[src/rtl/char_string_renderer_pkg.sv]
// Shared definitions for the character string renderer: FSM states, cell geometry
// defaults, colour constants and a few character codes used by callers.
package char_string_renderer_pkg;

  localparam int MAX_CHARS_DEF = 16;
  localparam int CELL_W_DEF    = 8;
  localparam int CELL_H_DEF    = 10;

  localparam logic [5:0] COLOUR_BLACK = 6'h00;
  localparam logic [5:0] COLOUR_WHITE = 6'h3F;

  localparam logic [7:0] CHAR_SPACE = 8'h20;
  localparam logic [7:0] CHAR_A     = 8'h41;
  localparam logic [7:0] CHAR_K     = 8'h4B;

  typedef enum logic [2:0] {
    ST_IDLE  = 3'd0,
    ST_FETCH = 3'd1,
    ST_LATCH = 3'd2,
    ST_SCAN  = 3'd3,
    ST_EMIT  = 3'd4,
    ST_DONE  = 3'd5
  } state_t;

endpackage

[src/rtl/char_string_renderer_cell_scan_counter.sv]
// Pixel (dx,dy) and character (idx) counters for the cell scan, with end-of-cell
// and end-of-string flags for the renderer FSM.
module char_string_renderer_cell_scan_counter #(
  parameter int CELL_W = 8,
  parameter int CELL_H = 10,
  parameter int IDXW   = 4
) (
  input  logic            clock,
  input  logic            resetn,
  input  logic            clear_all,
  input  logic            clear_cell,
  input  logic            advance,
  input  logic [IDXW:0]   count,
  output logic [7:0]      dx,
  output logic [7:0]      dy,
  output logic [IDXW-1:0] idx,
  output logic            last_pixel,
  output logic            last_char
);

  localparam logic [7:0] DX_LAST = 8'(CELL_W - 1);
  localparam logic [7:0] DY_LAST = 8'(CELL_H - 1);

  logic [7:0]      dx_reg;
  logic [7:0]      dy_reg;
  logic [IDXW-1:0] idx_reg;
  logic            dx_wrap;

  assign dx_wrap    = (dx_reg == DX_LAST);
  assign last_pixel = dx_wrap && (dy_reg == DY_LAST);
  // count is never 0 while scanning, so count-1 cannot underflow here
  assign last_char  = ({1'b0, idx_reg} == (count - 1'b1));

  assign dx  = dx_reg;
  assign dy  = dy_reg;
  assign idx = idx_reg;

  always_ff @(posedge clock or negedge resetn) begin
    if (!resetn) begin
      dx_reg  <= '0;
      dy_reg  <= '0;
      idx_reg <= '0;
    end else if (clear_all) begin
      dx_reg  <= '0;
      dy_reg  <= '0;
      idx_reg <= '0;
    end else if (clear_cell) begin
      dx_reg <= '0;
      dy_reg <= '0;
    end else if (advance) begin
      if (dx_wrap) begin
        dx_reg <= '0;
        if (dy_reg == DY_LAST) begin
          dy_reg  <= '0;
          idx_reg <= idx_reg + 1'b1;
        end else begin
          dy_reg <= dy_reg + 1'b1;
        end
      end else begin
        dx_reg <= dx_reg + 1'b1;
      end
    end
  end

endmodule

[src/rtl/char_string_renderer.sv]
// Walks a string buffer, scans each glyph cell through the external LUT and issues
// one ready/valid plot request per drawn pixel.
module char_string_renderer
  import char_string_renderer_pkg::*;
#(
  parameter int         MAX_CHARS = MAX_CHARS_DEF,
  parameter int         CELL_W    = CELL_W_DEF,
  parameter int         CELL_H    = CELL_H_DEF,
  parameter bit         DRAW_BG   = 1'b0,
  parameter logic [5:0] BG_COLOUR = COLOUR_BLACK,
  localparam int        IDXW      = $clog2(MAX_CHARS)
) (
  input  logic            clock,
  input  logic            resetn,
  input  logic            start,
  input  logic [7:0]      base_x,
  input  logic [7:0]      base_y,
  input  logic [IDXW:0]   char_count,
  input  logic            abort,
  output logic [IDXW-1:0] char_addr,
  input  logic [7:0]      char_code,
  output logic [7:0]      glyph_code,
  output logic [7:0]      glyph_dx,
  output logic [7:0]      glyph_dy,
  input  logic            glyph_en,
  input  logic [5:0]      glyph_colour,
  output logic [7:0]      plot_x,
  output logic [7:0]      plot_y,
  output logic [5:0]      plot_colour,
  output logic            plot_valid,
  input  logic            plot_ready,
  output logic            busy,
  output logic            done
);

  localparam logic [IDXW:0] MAX_COUNT = (IDXW + 1)'(MAX_CHARS);

  state_t          state_reg, state_next;
  logic [7:0]      base_x_reg, base_y_reg, glyph_code_reg;
  logic [IDXW:0]   count_reg;
  logic [7:0]      plot_x_reg, plot_y_reg;
  logic [5:0]      plot_colour_reg;
  logic            plot_valid_reg;

  logic            start_ok, latch_code, advance, load_plot;
  logic [7:0]      dx, dy;
  logic [IDXW-1:0] idx;
  logic            last_pixel, last_char;
  state_t          after_advance;

  char_string_renderer_cell_scan_counter #(
    .CELL_W(CELL_W), .CELL_H(CELL_H), .IDXW(IDXW)
  ) u_counter (
    .clock      (clock),
    .resetn     (resetn),
    .clear_all  (start_ok),
    .clear_cell (latch_code),
    .advance    (advance),
    .count      (count_reg),
    .dx         (dx),
    .dy         (dy),
    .idx        (idx),
    .last_pixel (last_pixel),
    .last_char  (last_char)
  );

  assign after_advance = !last_pixel ? ST_SCAN : (last_char ? ST_DONE : ST_FETCH);

  always_comb begin
    state_next = state_reg;
    start_ok   = 1'b0;
    latch_code = 1'b0;
    advance    = 1'b0;
    load_plot  = 1'b0;
    case (state_reg)
      ST_IDLE: if (start) begin
        start_ok   = 1'b1;
        state_next = (char_count == '0) ? ST_DONE : ST_FETCH;
      end
      ST_FETCH: state_next = ST_LATCH;
      ST_LATCH: begin
        latch_code = 1'b1;
        state_next = ST_SCAN;
      end
      ST_SCAN: if (glyph_en || DRAW_BG) begin
        load_plot  = 1'b1;
        state_next = ST_EMIT;
      end else begin
        advance    = 1'b1;
        state_next = after_advance;
      end
      ST_EMIT: if (plot_ready) begin
        advance    = 1'b1;
        state_next = after_advance;
      end
      ST_DONE: state_next = ST_IDLE;
      default: state_next = ST_IDLE;
    endcase
    // Cancel overrides every other decision taken this cycle
    if (abort) begin
      state_next = ST_IDLE;
      start_ok   = 1'b0;
      latch_code = 1'b0;
      advance    = 1'b0;
      load_plot  = 1'b0;
    end
  end

  always_ff @(posedge clock or negedge resetn) begin
    if (!resetn) begin
      state_reg       <= ST_IDLE;
      base_x_reg      <= '0;
      base_y_reg      <= '0;
      count_reg       <= '0;
      glyph_code_reg  <= '0;
      plot_x_reg      <= '0;
      plot_y_reg      <= '0;
      plot_colour_reg <= '0;
      plot_valid_reg  <= 1'b0;
    end else begin
      state_reg <= state_next;
      if (start_ok) begin
        base_x_reg <= base_x;
        base_y_reg <= base_y;
        count_reg  <= (char_count > MAX_COUNT) ? MAX_COUNT : char_count;
      end
      if (latch_code) glyph_code_reg <= char_code;
      if (abort) begin
        plot_valid_reg <= 1'b0;
      end else if (load_plot) begin
        plot_x_reg      <= base_x_reg + 8'(idx * CELL_W) + dx;
        plot_y_reg      <= base_y_reg + dy;
        plot_colour_reg <= glyph_en ? glyph_colour : BG_COLOUR;
        plot_valid_reg  <= 1'b1;
      end else if ((state_reg == ST_EMIT) && plot_ready) begin
        plot_valid_reg <= 1'b0;
      end
    end
  end

  assign char_addr   = idx;
  assign glyph_code  = glyph_code_reg;
  assign glyph_dx    = dx;
  assign glyph_dy    = dy;
  assign plot_x      = plot_x_reg;
  assign plot_y      = plot_y_reg;
  assign plot_colour = plot_colour_reg;
  assign plot_valid  = plot_valid_reg;
  assign busy        = (state_reg != ST_IDLE);
  assign done        = (state_reg == ST_DONE);

endmodule

[config.mk]
export PLATFORM = sky130hd
export DESIGN_NAME = char_string_renderer
export DESIGN_NICKNAME = d
export VERILOG_FILES = /design/src/rtl/char_string_renderer_pkg.sv /design/src/rtl/char_string_renderer_cell_scan_counter.sv /design/src/rtl/char_string_renderer.sv
export SDC_FILE = /design/constraint.sdc
export NUM_CORES = 1
export LEC_CHECK = 0
export ABC_AREA = 1
export CAP_MARGIN = 10
export CORE_MARGIN = 2
export CORE_UTILIZATION = 51
export DETAILED_ROUTE_END_ITERATION = 7
export PLACE_DENSITY = 0.88
export SLEW_MARGIN = 20
export SYNTH_ARGS = -nofsm -noshare
export SYNTH_HDL_FRONTEND = slang
export SYNTH_SLANG_ARGS = --single-unit
[constraint.sdc]
create_clock -name clock -period 2.71 [get_ports clock]
set_input_delay 0.542 -clock clock [delete_from_list [all_inputs] [get_ports clock]]
set_output_delay 0.542 -clock clock [all_outputs]
set_load 0.01 [all_outputs]
Word level (Yosys, flattened, before mapping)

Cells that the tools add are included.

Memory bits (writable): 0
Flip-flop bits (word level): 75
Bits in read-only memories: 0
Input port bits: 41
Memories kept: 0
Output and inout port bits: 53
Latch bits: 0

$add $sub $neg: 7
Equal/unequal tests: 11
Bitwise logic cells: 1
Divide/modulo/power cells: 0
Reductions and logical operators: 15
Mux-type cells: 39
Magnitude comparators: 1
Shifts and indexed selects: 0
Multipliers: 0

Operators with widths:

| operator                                            | number |
|---|---|
| two-way mux 8 bit                                   | 9 |
| two-way mux 3 bit                                   | 7 |
| two-way mux 4 bit                                   | 5 |
| adder 8 x 1 -> 8 bit, second input constant         | 2 |
| adder 8 bit                                         | 2 |
| one-hot mux 3 bit (5 select lines)                  | 1 |
| two-way mux 1 bit                                   | 14 |
| nonzero test 3 bit                                  | 4 |
| adder 8 x 7 -> 8 bit                                | 1 |
| equality test 8 x 3 -> 1 bit, second input constant | 1 |
| equality test 8 x 4 -> 1 bit, second input constant | 1 |
| equality test 3 x 2 -> 1 bit, second input constant | 2 |
| equality test 3 bit, second input constant          | 2 |
| two-way mux 6 bit                                   | 1 |
| != test 3 bit, second input constant                | 2 |
| AND reduction 2 bit                                 | 3 |
| nonzero test 2 bit                                  | 3 |
| equality test 4 x 5 -> 1 bit                        | 1 |
| > comparator 5 bit, second input constant           | 1 |
| zero test 5 bit                                     | 1 |
| two-way mux 5 bit                                   | 1 |
| subtractor 5 x 1 -> 5 bit, second input constant    | 1 |
| adder 4 x 1 -> 4 bit, second input constant         | 1 |
| AND reduction 4 bit                                 | 1 |
| other kinds (6)                                     | 7 |

Logic depth before layout (Yosys ltp)

Gate-level depths: netlist (run 1).

Depth after elaboration: 7
Gate-level depth with buffers: 11

By module

From an unflattened synthesis (run 1), not the netlist that was laid out.

Cells, all modules: 581
Area total of the unflattened synthesis: 4495.6 sq um

Modules (own cells, without submodules):

| module                                 | sequential area each (sq um) | cells each | area an instance (sq um) | instances |
|---|---|---|---|---|
| char_string_renderer                   | 1376.3                       | 379        | 3024.2                   | 1 |
| char_string_renderer_cell_scan_counter | 500.5                        | 202        | 1471.4                   | 1 |

Worst setup path before layout (run 1)

No wires, ideal clock.

Kind: register to register
Start: register u_counter.idx_reg[0] (netlist: u_counter.idx[0])
End: register plot_x_reg[6] (netlist: plot_x[6])
Period minus slack after synthesis: 2.023 ns
Data arrival time: 1.906 ns
Cell stages (with the launch flop): 9
Data required time: 2.593 ns
Path buffers: 0
Library setup time: 0.117 ns
Path slack: 0.687 ns
Path through: dfrtp_1 fa_1 ha_1 a21oi_1 or2_2 nand3_1 nand2_1 nand3_1 nand2_1

Cells in the longest elaborated chain, start to end: 2

Ends and longest elaborated chain:

| element                | line                                         | text |
|---|---|---|
| start, declared        | char_string_renderer_cell_scan_counter.sv:26 | `logic [IDXW-1:0] idx_reg;` |
| start signal, assigned | char_string_renderer_cell_scan_counter.sv:55 | `idx_reg <= idx_reg + 1'b1;` |
| adder 8 x 7 -> 8 bit   | char_string_renderer.sv:131                  | `plot_x_reg <= base_x_reg + 8'(idx * CELL_W) + dx;` |
| adder 8 bit            | char_string_renderer.sv:131                  |  |
| end signal, assigned   | char_string_renderer.sv:131                  |  |
| end, declared          | char_string_renderer.sv:41                   | `logic [7:0] plot_x_reg, plot_y_reg;` |

Every way passes these cells.
A chain may end at the register's enable or synchronous reset.

Worst setup path after layout (run 1)

Start: register u_counter.dx_reg[3] (netlist: u_counter.dx[3])
End: register plot_x_reg[6] (netlist: plot_x[6])

Cells in the longest elaborated chain, start to end: 1

Ends and longest elaborated chain:

| element                | line                                         | text |
|---|---|---|
| start, declared        | char_string_renderer_cell_scan_counter.sv:24 | `logic [7:0] dx_reg;` |
| start signal, assigned | char_string_renderer_cell_scan_counter.sv:60 | `dx_reg <= dx_reg + 1'b1;` |
| adder 8 bit            | char_string_renderer.sv:131                  |  |

Every way passes these cells.

==> results of run 1 <==
worst paths after layout:
path	endpoint	slack (ns)	cells after the start
min	plot_x[2]	0.28	1
min reg2reg	plot_x[2]	0.48	2
min in group clock	plot_x[2]	0.48	2
max reg2reg	plot_x[6]	0.49	8
max in group asynchronous	u_counter.dy[6]	1.75	1
max	plot_x[6]	0.49	8
area by class of cell:
class	instances	area, sq um
inverters	57	219
flip-flops and latches	75	1880
well taps	105	131
fillers	647	2650
repair buffers	96	951
clock buffers	9	124
clock inverters	7	108
multi-input cells	396	2120
cell usage after synthesis (all sizes together), types with 2 or more instances:
cell type / count
a21boi: 2
xnor2: 5
fa: 6
nand3: 36
o22ai: 4
clkbuf: 3
dfrtp: 75
ha: 21
xor2: 9
nand2: 208
a21oi: 12
nand4: 17
nand3b: 2
nor2: 35
inv: 57
buf: 8
nor3: 6
or2: 2
o21ai: 26
power by group through the flow:
stage | sequential (uW) | clock (uW) | combinational [uW]
global placement | 1700 | 0 | 1580
floorplan | 1750 | 0 | 835
detailed placement | 1710 | 0 | 1630
CTS | 1690 | 1020 | 1650
global route | 1730 | 1070 | 1840
finish | 1690 | 998 | 1640
logic make-up after synthesis:
kind of cell | share of synthesized area
adders and majority gates | 0.0895
and+or+nand+nor | 0.313
DFF | 0.439
buffers and inverters | 0.0658
xor gates and xnor gates | 0.0287
AOI/OAI and AO/OA | 0.0649
critical path: stages, from the launching register on:
cell                      delay (ns)
sky130_fd_sc_hd__dfrtp_1        0.57
sky130_fd_sc_hd__fa_1           0.50
sky130_fd_sc_hd__ha_1           0.42
sky130_fd_sc_hd__a21oi_1        0.11
sky130_fd_sc_hd__or2_2          0.29
sky130_fd_sc_hd__nand3_1        0.08
sky130_fd_sc_hd__nand2_1        0.06
sky130_fd_sc_hd__nand3_1        0.06
sky130_fd_sc_hd__nand2_1        0.05
metal layers:
layer,wire length [microns],global-route usage,vias to the layer above
met5,0,0,-
met4,123,0.0750,0
met3,667,0.0664,13
met2,4990,0.403,131
met1,4460,0.293,1859
li1,-,-,1917
metrics by stage:
stage / worst slack [ns] / instances / utilization / power (uW) / cell area [sq um]
final: 0.486 / 745 / 0.676 / 4330 / 5530
after CTS: 0.452 / 745 / 0.676 / 4360 / 5530
after global placement: 0.405 / 729 / 0.648 / 3270 / 5300
after detailed placement: 0.316 / 729 / 0.648 / 3340 / 5300
after floorplan: 0.687 / 539 / - / 2590 / 4280
after global routing: 0.375 / 745 / 0.676 / 4650 / 5530
==> reports/results.md, run 1 <==
* status: finished, final reports clean
* share of synthesized registers carrying an async set or reset: 1.00
* Syn Nets: 607
* total of endpoints with negative setup slack in the final report: 0
* Data required, critical path: 2.97 ns
* clock-pin slew reported for the worst setup and hold paths after clock tree synthesis: 0.09 ns
* instance count of the mapped netlist: 539
* main flop type after synthesis: sky130_fd_sc_hd__dfrtp_1
* CP Capture Type: flop
* clock power share: 0.230
* worst supply voltage drop on vdd: 0.570 mV
* detailed-route vias per instance: 5.26
* number of I/O port buffers: 93
* aggregate routed wire length: 10.2 mm
* design internal power: 2780 uW
* switch share: 0.358
* power dissipated by switching net loads: 1550 uW
* placed wire-length estimate: 7.38 mm
* total clock sinks: 75
* type of the worst setup path: flop to flop
* final worst hold slack: 0.281 ns
* synthesis warning total: 0
* headroom to the max-slew limit: 0.355
* number of detailed-route iterations in the first pass: 5
* Bufs on Longest Clock Path: 2
* number of global-route vias before repair: 3782
* unrepaired setup endpoints after global routing: no
* Cell variety after synth: 36
* DRC: 0
* Avg Synthesized Cell Area: 7.94 sq um
* first-pass GRT wire length: 16.8 mm
* number of top-level pins: 94
* worst-margin pin slew: 0.967 ns
* #FFs+latches synth: 75
* pin count of the biggest net entering global routing: 76
* Core Box Area: 8180 sq um
* horizontal extent of the die: 95.6 microns
* count of antenna-violating nets left after detailed routing: 0
* Leak Pwr: 0.00282 uW
* portion of synthesized cell area occupied by the leading cell type: 0.439
* total congestion overflow after global routing: 0
* Clock Skews: 0.00730 ns
* layout cells sized above 1: 0.0656
* Seq/Total Area, Yosys: 0.439
* nets@finish: 703
* Setup TNS Final: 0 ns
* CP startpoint: u_counter.dx[3]
* Comb pwr share: 0.379
* overall via count from detail_route: 3920
* Overall Global Routing Usage: 0.238
* Hold/Removal Path Class: primary input to asynchronous set/reset pin
* part of the power in registers: 0.391
* H-Tree Depth: 3
* Final GP Congestion: 0.909
* count of flip-flops with a built-in enable after synthesis: 0
* Die Area: 9140 sq um
* first-iteration detailed-routing DRC count: 232
* number of violations of the max-capacitance limit: 0
* starting density of the core: 0.523
* vertical die dimension: 95.6 microns
* most frequent cells in the layout: sky130_fd_sc_hd__nand2_1, sky130_fd_sc_hd__clkdlybuf4s50_1, sky130_fd_sc_hd__dfrtp_1
* Area Overhead vs Synth: 29.2%
* CP Launch Type: flop
* leading area contributor after synthesis: sky130_fd_sc_hd__dfrtp_1
* antenna violations before repair: 0
* TritonCTS clock tree: yes
* Pwr per Cell Area: 784 nW/um^2
* achievable clock frequency: 450 MHz
* CTS hold repair buffers: 0
* post_cts resized: 0
* Worst Path Arrival: 2.48 ns
* most frequent standard cell in the layout excluding fill and tap cells: sky130_fd_sc_hd__nand2_1
* Setup Buffers After CTS: 0
* Post-Synthesis Cell Area: 4280 sq um
* post-route clock period utilization: 0.821
* Final Hold Violating Endpoints: 0
* antenna diode instance count: 0
* count of final max-slew check failures: 0
* final worst path period need: 2.22 ns
* source of the worst register-to-register timing path: u_counter.dx[3]
* Clock Latency Late Sink: 0.35 ns
* number of clock buffers inserted by TritonCTS: 9
* cell row count: 33
* Max FO, Critical Path: 8
* wire per inst: 13.8 microns
* root buffer selected by CTS: sky130_fd_sc_hd__clkbuf_8
* cell types occupying the most area after synthesis: sky130_fd_sc_hd__dfrtp_1, sky130_fd_sc_hd__nand2_1, sky130_fd_sc_hd__ha_1
Power figures use the tool's default switching activity.
==> run 2: changes to the inputs <==
--- a/config.mk
+++ b/config.mk
@@ -8,9 +8,9 @@
 export ABC_AREA = 1
 export CAP_MARGIN = 10
 export CORE_MARGIN = 2
-export CORE_UTILIZATION = 51
+export CORE_UTILIZATION = 46
 export DETAILED_ROUTE_END_ITERATION = 7
-export PLACE_DENSITY = 0.88
+export PLACE_DENSITY = 0.85
 export SLEW_MARGIN = 20
 export SYNTH_ARGS = -nofsm -noshare
 export SYNTH_HDL_FRONTEND = slang
==> constraint.sdc (replaced) <==
create_clock -name clock -period 1.9 [get_ports clock]
set_input_delay 0.38 -clock clock [delete_from_list [all_inputs] [get_ports clock]]
set_output_delay 0.38 -clock clock [all_outputs]
set_load 0.01 [all_outputs]
==> run 2 against run 1 <==
Net effect: the run now ends with negative setup slack left; via count up 4.7%; non-clock buffer count up 28; global-route usage down 0.33 points; sequential power up 38%; flip-flop and latch count unchanged; total power up 56%.
==> reports/results.md, run 2 (synthesis gave the netlist of run 1 again) <==
* status: finished, violations left
* failing checks: negative setup slack
* most frequent standard cell in the layout excluding fill and tap cells: sky130_fd_sc_hd__nand2_1
* wire per inst: 14.7 microns
* antenna diode instance count: 0
* sequence of cells on the critical path: fa_1, ha_4, buf_4, nand4_1, nand4_1, nand3_2, nand2_1
* layout cells sized above 1: 0.138
* total clock sinks: 75
* antenna violations before repair: 0
* final worst path period need: 1.96 ns
* Data required, critical path: 2.15 ns
* count of final max-slew check failures: 0
* unrepaired setup endpoints after global routing: yes
* worst supply voltage drop on vdd: 0.569 mV
* first-pass GRT wire length: 18.6 mm
* detailed-route vias per instance: 5.27
* TritonCTS clock tree: yes
* Die Area: 10100 sq um
* design internal power: 4450 uW
* final core utilization: 0.650
* DRC: 0
* PnR Total Power: 6750 uW
* final cell count without fillers: 779
* Pwr per Cell Area: 1130 nW/um^2
* CP startpoint: u_counter.idx[1]
* final worst hold slack: 0.464 ns
* most frequent cells in the layout: sky130_fd_sc_hd__nand2_1, sky130_fd_sc_hd__clkdlybuf4s50_1, sky130_fd_sc_hd__dfrtp_1
* Final Hold Violating Endpoints: 0
* post-route clock period utilization: 1.03
* Comb pwr share: 0.407
* starting density of the core: 0.468
* type of the worst setup path: flop to flop
* number of I/O port buffers: 93
* number of global-route vias before repair: 4067
* worst-margin pin slew: 0.371 ns
* Final GP Congestion: 0.914
* number of clock buffers inserted by TritonCTS: 9
* vertical die dimension: 100 microns
* placed wire-length estimate: 8.56 mm
* first-iteration detailed-routing DRC count: 276
* clock-pin slew reported for the worst setup and hold paths after clock tree synthesis: 0.08 ns
* Core Box Area: 9150 sq um
* Setup Buffers After CTS: 0
* source of the worst register-to-register timing path: u_counter.idx[1]
* clock power share: 0.246
* Hold/Removal Path Class: primary input to asynchronous set/reset pin
* CP peak stage delay: 0.60 ns
* pin count of the biggest net entering global routing: 38
* H-Tree Depth: 3
* achievable clock frequency: 510 MHz
* CP dominant cell by count: sky130_fd_sc_hd__nand4_1
* number of top-level pins: 94
* Setup TNS Final: -0.145 ns
* CP Launch Type: flop
* number of placed instances, taps included: 762
* Bufs on Longest Clock Path: 2
* switch share: 0.341
* Clock Latency Late Sink: 0.35 ns
* count of antenna-violating nets left after detailed routing: 0
* Overall Global Routing Usage: 0.234
* aggregate routed wire length: 11.4 mm
* overall via count from detail_route: 4105
* cell row count: 35
* Leak Pwr: 0.00302 uW
* horizontal extent of the die: 100 microns
* smallest setup slack after layout: -0.0598 ns
* number of violations of the max-capacitance limit: 0
* CP Capture Type: flop
* power dissipated by switching net loads: 2300 uW
* total of endpoints with negative setup slack in the final report: 3
* Worst Path Arrival: 2.21 ns
* root buffer selected by CTS: sky130_fd_sc_hd__clkbuf_8
* total congestion overflow after global routing: 0
* part of the power in registers: 0.347
* Slowest-stage cell, CP: sky130_fd_sc_hd__fa_1
* Area Overhead vs Synth: 39.0%
* nets@finish: 731
* Clock Skews: 0.0119 ns
* Max FO, Critical Path: 4
* number of detailed-route iterations in the first pass: 5
* headroom to the max-slew limit: 0.752
-- run 2: changes by cell type in the layout (fill, tap and decap cells not counted), sizes merged --
cell,change
buf,+27
inv,-2
clkbuf,+1
clkdlybuf4s50,-2
bufinv,+2
clkinvlp,-1
dlygate4sd2,+2
dlygate4sd3,+1
-- run 2: metal layers --
layer / global-route usage / routed length (microns) / vias to the layer above
met5: 0 / 0 / -
met4: 0.109 / 258 / 0
met3: 0.0465 / 766 / 28
met2: 0.401 / 5730 / 173
met1: 0.285 / 4670 / 1935
li1: - / - / 1969
-- run 2: cell type report --
type | instances | area, sq um
clock buffers | 10 | 138
clock inverters | 6 | 134
fillers | 690 | 3200
inverters | 57 | 219
multi-input cells | 396 | 2230
flip-flops and latches | 75 | 1890
well taps | 111 | 139
repair buffers | 124 | 1200
-- run 2: final timing paths --
kind / end / slack (ns) / cells past startpoint
worst min register to register: plot_colour[5] / 0.47 / 2
worst max register to register: plot_x[7] / -0.06 / 7
worst min-delay path: glyph_code[3] / 0.46 / 2
min in group clock: plot_colour[5] / 0.47 / 2
max in group asynchronous: u_counter.idx[2] / 0.87 / 3
worst max-delay path: plot_x[7] / -0.06 / 7
-- run 2: power by group through the flow --
stage          Sequential, uW  Combinational, uW  Clock (uW)
2_1_floorplan            2500               1240           0
3_3_place_gp             2340               2520           0
3_5_place_dp             2370               2650           0
4_1_cts                  2340               2700        1680
5_1_grt                  2400               3020        1750
6_report                 2340               2740        1660
-- run 2: stage by stage --
stage          worst slack (ns)  cell area (sq um)
6_report                -0.0598               5950
2_1_floorplan           0.00144               4330
3_5_place_dp             -0.120               5600
4_1_cts                 -0.0196               5900
5_1_grt                  -0.100               5950
3_3_place_gp            -0.0581               5600
-- run 2: repair_timing --
item	4_1_cts	5_1_grt
pin swaps	5	11
gates resized for setup	8	11
endpoints found under the setup margin	5	4
cloned	0	0
hold endpoints to repair	22	0
hold buffers	1	0
-- run 2: worst max-delay path, delay by kind of cell (launching register included) --
family | cells | cell delay [ns]
flops | 1 | 0.43
fa+ha+maj | 2 | 0.84
buf+inv | 1 | 0.15
simple gates | 4 | 0.44
==> run 3: changes to the inputs <==
--- a/config.mk
+++ b/config.mk
@@ -8,9 +8,9 @@
 export ABC_AREA = 1
 export CAP_MARGIN = 10
 export CORE_MARGIN = 2
-export CORE_UTILIZATION = 46
+export CORE_UTILIZATION = 40
 export DETAILED_ROUTE_END_ITERATION = 7
-export PLACE_DENSITY = 0.85
+export PLACE_DENSITY = 0.68
 export SLEW_MARGIN = 20
 export SYNTH_ARGS = -nofsm -noshare
 export SYNTH_HDL_FRONTEND = slang
==> run 3 against run 2 <==
Net effect: the flow now finishes without violations; non-clock buffer count is 4 higher; die area up 14%; clock skew is 0.0010 ns higher; design area barely moved; count of clock-buffer cells in the layout is the same; fmax grew 3.2%; hold slack better by 0.012 ns; clock power decreased by 26%; critical path depth is 1 higher; highest routed layer unchanged; first-iteration DRC count is 30% lower; combinational power hardly changed; sequential share of layout area up 0.090 points.
==> reports/results.md, run 3 (synthesis gave the netlist of run 1 again) <==
* cell row count: 37
* Area Overhead vs Synth: 38.9%
* detailed-route vias per instance: 4.93
* standard cell area after detailed placement: 5630 sq um
* aggregate routed wire length: 11.1 mm
* Non-Filler Cell Area, Final: 5940 sq um
* number of violations of the max-capacitance limit: 0
* horizontal extent of the die: 107 microns
* vertical die dimension: 107 microns
* headroom to the max-slew limit: 0.716
* Final Hold Violating Endpoints: 0
* Bufs on Longest Clock Path: 2
* number of detailed-route iterations in the first pass: 5
* Max FO, Critical Path: 6
* most frequent standard cell in the layout excluding fill and tap cells: sky130_fd_sc_hd__nand2_1
* total of endpoints with negative setup slack in the final report: 0
* Worst Path Arrival: 2.15 ns
* status: finished, final reports clean
* Hold/Removal Path Class: flop to flop
* PnR Total Power: 6270 uW
* most frequent cells in the layout: sky130_fd_sc_hd__nand2_1, sky130_fd_sc_hd__clkdlybuf4s50_1, sky130_fd_sc_hd__dfrtp_1
* first-iteration detailed-routing DRC count: 194
* wire per inst: 13.7 microns
* antenna violations before repair: 0
* root buffer selected by CTS: sky130_fd_sc_hd__clkbuf_8
* unrepaired setup endpoints after global routing: yes
* nets@finish: 735
* number of global-route vias before repair: 3909
* number of I/O port buffers: 93
* Final GP Congestion: 0.908
* starting density of the core: 0.413
* CP Capture Type: flop
* Core Box Area: 10400 sq um
* clock-pin slew reported for the worst setup and hold paths after clock tree synthesis: 0.08 ns
* CP Launch Type: flop
* number of top-level pins: 94
* DRC: 0
* type of the worst setup path: flop to flop
* number of clock buffers inserted by TritonCTS: 9
* Clock Skews: 0.0129 ns
* H-Tree Depth: 3
* Pwr per Cell Area: 1050 nW/um^2
* Die Area: 11500 sq um
* Clock Latency Late Sink: 0.36 ns
* total clock sinks: 75
* Overall Global Routing Usage: 0.199
* post-route clock period utilization: 1.00
* pin count of the biggest net entering global routing: 33
* Leak Pwr: 0.00303 uW
* total congestion overflow after global routing: 0
* final worst path period need: 1.90 ns
* layout cells sized above 1: 0.140
* Data required, critical path: 2.15 ns
* placed wire-length estimate: 8.10 mm
* overall via count from detail_route: 3983
* achievable clock frequency: 526 MHz
* worst-margin pin slew: 0.426 ns
* TritonCTS clock tree: yes
* count of antenna-violating nets left after detailed routing: 0
* count of final max-slew check failures: 0
* fillers: 941
* worst supply voltage drop on vdd: 0.682 mV
* first-pass GRT wire length: 18.3 mm
* antenna diode instance count: 0
run 3: path summary, 6_finish.rpt:
kind / from / to / slack [ns] / cells past startpoint
worst max register to register: u_counter.dx[4] / plot_x[7] / 0.0005 / 8
max in group asynchronous: resetn / u_counter.idx[1] / 0.83 / 3
worst min register to register: plot_colour[4] / plot_colour[4] / 0.48 / 2
worst max-delay path: u_counter.dx[4] / plot_x[7] / 0.0005 / 8
worst min-delay path: plot_colour[4] / plot_colour[4] / 0.48 / 2
min in group asynchronous: resetn / base_y_reg[4] / 0.50 / 2
run 3: cell type report:
class	instances	area, sq um	share of cell area
clock buffers	10	128	0.0215
clock inverters	6	65.1	0.0109
inverters	57	219	0.0368
multi-input cells	396	2220	0.373
flip-flops and latches	75	1890	0.318
well taps	136	170	0.0286
repair buffers	128	1250	0.211
run 3: what timing repair did:
action	4_1_cts	5_1_grt
hold endpoints to repair	30	0
setup buffers	2	3
resized for setup	5	18
endpoints found under the setup margin	4	20
hold buffers	1	0
pin swaps	3	17
run 3: layer usage:
| metal | wire [microns] | vias to the layer above | global-route usage |
|---|---|---|---|
| met5 | 0 | - | 0 |
| met4 | 159 | 0 | 0.0614 |
| met3 | 533 | 16 | 0.0351 |
| li1 | - | 1975 | - |
| met2 | 5130 | 121 | 0.322 |
| met1 | 5240 | 1871 | 0.274 |
run 3: through the flow:
step | hold slack [ns] | worst slack, ns | util | std cells | TNS, ns
6_report | 0.476 | 0.000470 | 0.573 | 808 | 0
5_1_grt | 0.503 | -0.0704 | 0.573 | 808 | -0.126
4_1_cts | 0.478 | -0.00462 | 0.566 | 805 | -0.00525
3_5_place_dp | 0.354 | -0.106 | 0.543 | 786 | -0.192
3_3_place_gp | 0.349 | -0.0335 | 0.543 | 786 | -0.0354
2_1_floorplan | 0.0844 | 0.00144 | - | 539 | 0
run 3: critical path, cell delays in order (launching register included):
cell                      delay [ns]
sky130_fd_sc_hd__dfrtp_2        0.42
sky130_fd_sc_hd__fa_1           0.52
sky130_fd_sc_hd__ha_4           0.33
sky130_fd_sc_hd__a21oi_2        0.06
sky130_fd_sc_hd__or2_4          0.25
sky130_fd_sc_hd__nand3_2        0.05
sky130_fd_sc_hd__nand2_1        0.05
sky130_fd_sc_hd__nand3_1        0.06
sky130_fd_sc_hd__nand2_1        0.06
run 3: power by group:
| part | switching (uW) | internal [uW] | leakage [uW] |
|---|---|---|---|
| clock network | 616 | 609 | 0.0000966 |
| logic | 1350 | 1350 | 0.00197 |
| registers | 292 | 2050 | 0.000971 |
| total | 2260 | 4010 | 0.00303 |
